--- src/rtl/acumulador_serie.sv ---
// acumulador_serie: bit-serial accumulator, LSB first, one bit per clock.
// Start/busy/done handshake; carry, overflow and zero flags of last add.
module acumulador_serie #(
    parameter int N = 4
) (
    input  logic         clk,
    input  logic         reset,
    input  logic         start,
    input  logic         clear,
    input  logic [N-1:0] operando,
    output logic [N-1:0] acc,
    output logic         busy,
    output logic         done,
    output logic         carry,
    output logic         overflow,
    output logic         zero
);

    localparam int CW = (N > 2) ? $clog2(N) : 1;
    localparam logic [CW-1:0] LAST = CW'(N - 1);

    typedef enum logic [1:0] {
        IDLE,
        SHIFT,
        FIN
    } state_t;

    state_t        state;
    logic [N-1:0]  a;
    logic [N-1:0]  b;
    logic [N-1:0]  res;
    logic          c;
    logic [CW-1:0] cnt;

    logic          s;
    logic          cn;
    logic [N-1:0]  sum;

    assign s   = a[0] ^ b[0] ^ c;
    assign cn  = (a[0] & b[0]) | (a[0] & c) | (b[0] & c);
    assign sum = {s, res[N-1:1]};

    always_ff @(posedge clk or posedge reset) begin
        if (reset) begin
            state    <= IDLE;
            a        <= '0;
            b        <= '0;
            res      <= '0;
            c        <= 1'b0;
            cnt      <= '0;
            acc      <= '0;
            busy     <= 1'b0;
            done     <= 1'b0;
            carry    <= 1'b0;
            overflow <= 1'b0;
            zero     <= 1'b0;
        end else begin
            case (state)
                IDLE, FIN: begin
                    done <= 1'b0;
                    if (clear) begin
                        acc      <= '0;
                        carry    <= 1'b0;
                        overflow <= 1'b0;
                        zero     <= 1'b0;
                        state    <= IDLE;
                    end else if (start) begin
                        a     <= acc;
                        b     <= operando;
                        res   <= '0;
                        c     <= 1'b0;
                        cnt   <= '0;
                        busy  <= 1'b1;
                        state <= SHIFT;
                    end else begin
                        state <= IDLE;
                    end
                end
                SHIFT: begin
                    res <= sum;
                    a   <= a >> 1;
                    b   <= b >> 1;
                    c   <= cn;
                    cnt <= cnt + 1'b1;
                    // Last bit: c is the carry into the MSB, cn the carry out
                    if (cnt == LAST) begin
                        acc      <= sum;
                        carry    <= cn;
                        overflow <= c ^ cn;
                        zero     <= (sum == '0);
                        busy     <= 1'b0;
                        done     <= 1'b1;
                        state    <= FIN;
                    end
                end
                default: state <= IDLE;
            endcase
        end
    end

endmodule
--- config.mk ---
export PLATFORM = sky130hd
export DESIGN_NAME = acumulador_serie
export DESIGN_NICKNAME = d
export VERILOG_FILES = /design/src/rtl/acumulador_serie.sv
export SDC_FILE = /design/constraint.sdc
export NUM_CORES = 1
export LEC_CHECK = 0
export BUFFER_PORTS_ARGS = -buffer_cell sky130_fd_sc_hd__buf_4
export CAP_MARGIN = 20
export CORE_MARGIN = 3
export CORE_UTILIZATION = 40
export CTS_CLUSTER_DIAMETER = 150
export DETAILED_ROUTE_END_ITERATION = 16
export PLACE_DENSITY_LB_ADDON = 0.2
export SLEW_MARGIN = 0
export SYNTH_ARGS = -nofsm -noshare
export SYNTH_HDL_FRONTEND = slang
export SYNTH_SLANG_ARGS = --single-unit
--- constraint.sdc ---
create_clock -name clk -period 2.2 [get_ports clk]
set_input_delay 0.55 -clock clk [delete_from_list [all_inputs] [get_ports clk]]
set_output_delay 0.55 -clock clk [all_outputs]
set_load 0.02 [all_outputs]
==> metrics, run 1 <==
status completed; post-synthesis net count 113; Pleak 0.625 nW; Area growth syn-to-layout 14.1%; ANT nets after route 0; Slowest-stage cell, CP fa_1; hold_buf cts 0; fmax 0.598 GHz; H-tree levels 1; Cells after Synth 103; final hold viol count 0; post-synthesis cell type count 29; critical path arrival 1.90 ns; cell area after synthesis 1100 um2; worst slew pin tran 0.628 ns; WHS 0.268 ns; wire length per cell 14.0 um; maximum buffer depth of the clock tree 2; all-layer global routing usage 14.0%; period utilisation layout 76.0%; iteration-0 DRC count of the detailed router 10; Die Width 58.5 um; Buf+Inv Stages, Crit Path 1; critical path cell sequence inv_1, fa_1, or4b_1, o21ai_0; layout cells sized above 1 17.6%; hpwl dp 1500 um; CTS root buf clkbuf_4; Final Net Count 130; Vias 779; Resize count post-CTS 0; Slew headroom 58.2%; Boundary Pins 17; CTS tree yes; core area 2540 um2; Worst Path Max Fanout 3; critical path type register to register; dpl ws 0.489 ns; CP peak stage delay 0.55 ns; fin cells 149; TritonCTS Sinks 25; # Max-Cap Violations 0; CP top delay family adder cells; Mean Syn Cell Area 10.7 um2; Worst Setup SP b[0]; fin util 49.4%; reg2reg start b[0]; most common cell after layout, fill and taps aside dfrtp_1; DP Cell Count 145; vias in the first global route 799; ANT cells 0; CP endpoint kind register; first-pass GRT wire length 3670 um; initial antenna violation count 0; final worst path period need 1.67 ns; Syn. warnings 0; pwr dens 1350 nW/um2; Initial Util 43.3%; TritonCTS Buffers 3; CP startpoint kind register; Final TNS setup 0 ns; commonest cells after routing, fill and taps aside dfrtp_1 (25), buf_4 (18), nand3_1 (10), nand2_1 (8); Die H 58.5 um; Final WS setup 0.527 ns; gpl congestion 0.744; flops & latches, synth 25; worst hold path class input pin to asynchronous set/reset pin; CTS clk-pin slew, worst paths 0.14 ns; clock latency on the worst-skew pair 0.31 ns; Worst VDD drop 0.725 mV; RSZ-0062 raised after global routing no; drt total wl 2080 um; Setup Skew 0.00877 ns; DR vias/cell 5.23; GRT overflow 0; Worst Path Required 2.43 ns; row count 18; DRC viols 0; DR pass1 iterations 2; PortBufs 16; max-slew violations 0; final setup fails 0; Die Area 3420 um2; largest net degree at the start of global routing 26; Post-CTS Setup Repair Bufs 0; Seq/Total Area, Yosys 56.8%
final timing paths:
kind	cells past startpoint	endpoint	slack, ns
hold reg to reg	1	carry	0.51
min in group clk	3	b[3]	0.42
setup reg to reg	4	zero	0.53
hold / removal	3	acc[3]	0.27
max in group asynchronous	3	c	1.67
setup / recovery	4	zero	0.53
layout make-up:
type / instances / area, um2
Tap cell: 30 / 37.5
Inverter: 7 / 26.3
Sequential cell: 25 / 626
Timing Repair Buffer: 18 / 135
Multi-Input combinational cell: 65 / 405
Clock buffer: 4 / 26.3
Fill cell: 256 / 1290
synth_stat cells:
master	instances	area [um2]
a21boi_0	1	7.51
a21o_1	1	7.51
a22o_1	4	35.0
a31oi_1	1	6.26
buf_2	2	10.0
buf_4	1	7.51
buf_6	2	22.5
clkbuf_1	1	3.75
dfrtp_1	25	626
fa_1	1	20.0
ha_1	1	12.5
inv_1	7	26.3
mux2i_1	4	40.0
nand2_1	8	30.0
nand2b_1	3	18.8
nand3_1	10	50.1
nand3b_1	1	7.51
nor2_1	7	26.3
nor2b_1	1	6.26
nor3_1	4	20.0
nor3b_1	1	7.51
o21ai_0	5	25.0
o21ai_1	2	10.0
o22ai_1	5	31.3
o2bb2ai_1	1	8.76
or2b_1	1	7.51
or3b_1	1	8.76
or4b_1	1	10.0
xor2_1	1	8.76
sequential cells by signal (all words and copies together), names as in the netlist, 2 cells and up:
register	cells
res	3
state	2
a	4
acc	4
b	4
cnt	2
worst min-delay path, delay by kind of cell:
family	cells	cell delay, ns
buffers and inverters	3	0.44
layer usage:
layer  GRT usage [%]  wire length (um)
met3            2.63                79
met4            2.98                14
met5               0                 0
met2            22.6               905
met1            19.5              1080
logic make-up (layout without fill, tap and decap cells):
family                   count (synthesis)  in the layout  share of synthesized area [%]
AO/OA/AOI/OAI                           20             20                           11.9
adder cells (fa/ha/maj)                  2              2                           2.95
buffers and inverters                   13             29                           6.36
AND/OR/NAND/NOR                         38             38                           17.5
XOR/XNOR                                 1              1                          0.796
flip-flops                              25             25                           56.8
multiplexers                             4              4                           3.64
where the power goes:
part           leakage (nW)  internal, W  switching (W)  total (W)
combinational         0.289     0.000312       0.000410   0.000722
sequential            0.320     0.000639       0.000137   0.000776
clock                0.0150    0.0000706       0.000131   0.000202
per-stage QoR:
| stage | power, W | cell area (um2) |
|---|---|---|
| final | 0.00170 | 1260 |
| after global routing | 0.00186 | 1260 |
| after CTS | 0.00172 | 1260 |
| after detailed placement | 0.00152 | 1230 |
| after global placement | 0.00149 | 1230 |
| after floorplan | 0.00132 | 1100 |
Power figures use the tool's default switching activity.
==> run 2: changes to the inputs <==
Clock period 2.2 ns to 1.7 ns, I/O delays scaled along.
==> run 2 against run 1 <==
Compared with the run above: combinational power grew 52%; flip-flop and latch count stayed put; clock power up 36%; non-clock buffer count rose by 5; via count is 1.9% higher; critical path depth unchanged; global-route usage up 0.43 points; fmax rose by 0.67%; utilization rose by 1.9 points; critical endpoint unchanged.
==> metrics, run 2 (synthesis gave the netlist of run 1 again) <==
most common cell after layout, fill and taps aside dfrtp_1; Vias 794; Critical R2R Capture zero; DR pass1 iterations 4; row count 18; H-tree levels 1; CP startpoint kind register; PortBufs 16; fin util 51.3%; largest net degree at the start of global routing 26; TritonCTS Buffers 3; worst hold path class input pin to asynchronous set/reset pin; worst slew pin tran 0.513 ns; drt total wl 2100 um; Die Width 58.5 um; Pleak 0.650 nW; GRT overflow 0; clock latency on the worst-skew pair 0.32 ns; period utilisation layout 97.7%; Buf+Inv Stages, Crit Path 1; Die Area 3420 um2; critical path arrival 1.92 ns; Power Total 0.00235 W; Worst VDD drop 0.896 mV; DRC viols 0; max-slew violations 0; hold_buf cts 0; all-layer global routing usage 14.4%; ANT nets after route 0; final hold viol count 0; Area growth syn-to-layout 18.5%; Setup Skew 0.00119 ns; Worst Path Required 1.96 ns; layout cells sized above 1 24.2%; TritonCTS Sinks 25; Final Net Count 135; hpwl dp 1520 um; # Max-Cap Violations 0; fmax 0.602 GHz; core area 2540 um2; commonest cells after routing, fill and taps aside dfrtp_1 (25), buf_4 (23), nand3_1 (10), nand2_1 (8), nor2_1 (7); CP peak stage delay 0.56 ns; DR vias/cell 5.16; WHS 0.132 ns; pwr dens 1800 nW/um2; Reg area 626 um2; CTS tree yes; gpl congestion 0.784; Worst Path Max Fanout 3; iteration-0 DRC count of the detailed router 9; Initial Util 43.3%; reg2reg start c; critical path type register to register; CTS root buf clkbuf_4; footprint of the multi-input gates 413 um2; Largest regs a: 4 flops, acc: 4 flops, b: 4 flops; ANT cells 0; maximum buffer depth of the clock tree 2; CP top delay family adder cells; Slew headroom 65.7%; Final TNS setup 0 ns; critical path cell sequence inv_2, fa_1, or4b_4, o21ai_2; Boundary Pins 17; status completed; final setup fails 0; CP endpoint kind register; Crit path depth 4; RSZ-0062 raised after global routing yes; vias in the first global route 796; reg2reg path depth 4; first-pass GRT wire length 3650 um; wire length per cell 13.6 um; CTS clk-pin slew, worst paths 0.14 ns; Layout fillers 248; initial antenna violation count 0; Die H 58.5 um; Slowest-stage cell, CP fa_1; register-to-register setup slack 0.04 ns; final worst path period need 1.66 ns
==> run 2: timing repair <==
action | 4_1_cts | 5_1_grt
resized for setup | 0 | 4
setup buffers | 0 | 2
endpoints found under the setup margin | 0 | 1
==> run 2: stage by stage <==
| stage | std cells | instance area (um2) | worst slack (ns) |
|---|---|---|---|
| 3_5_place_dp | 148 | 1250 | 0.0333 |
| 5_1_grt | 154 | 1310 | -0.0128 |
| 6_report | 154 | 1310 | 0.0385 |
| 4_1_cts | 152 | 1280 | 0.00480 |
| 2_1_floorplan | 103 | 1100 | 0.160 |
| 3_3_place_gp | 148 | 1250 | 0.120 |
==> run 2: layer usage <==
layer	GRT usage [%]	part of all wire [%]
met4	2.98	0.67
met5	0	0
met3	4.82	5.0
met2	21.5	45
met1	20.4	50
==> run 2: cell type report <==
| cell class | instances | share of cell area, % |
|---|---|---|
| clock buffer | 3 | 1.73 |
| clock inverter | 1 | 0.575 |
| inverter | 7 | 2.01 |
| multi-input combinational | 65 | 31.6 |
| sequential | 25 | 47.9 |
| tap | 30 | 2.88 |
| timing repair buffer | 23 | 13.2 |
==> run 2: worst max-delay path by stage <==
stage	startpoint	to	slack (ns)
after CTS	b[0]	zero	0.005
after floorplan	b[0]	zero	0.16
after global placement	b[0]	zero	0.12
after detailed placement	b[0]	zero	0.03
final	c	zero	0.04
after global routing	c	zero	-0.01
==> run 2: tightest hold or removal path: cells and delay by family <==
kind | cells | cell delay, ns
buffers and inverters | 3 | 0.45
==> run 2: report_power, final <==
group          internal (W)  switching [W]  total (W)
Clock             0.0000900       0.000184   0.000274
Combinational      0.000513       0.000588    0.00110
Sequential         0.000827       0.000151   0.000978
Total               0.00143       0.000924    0.00235
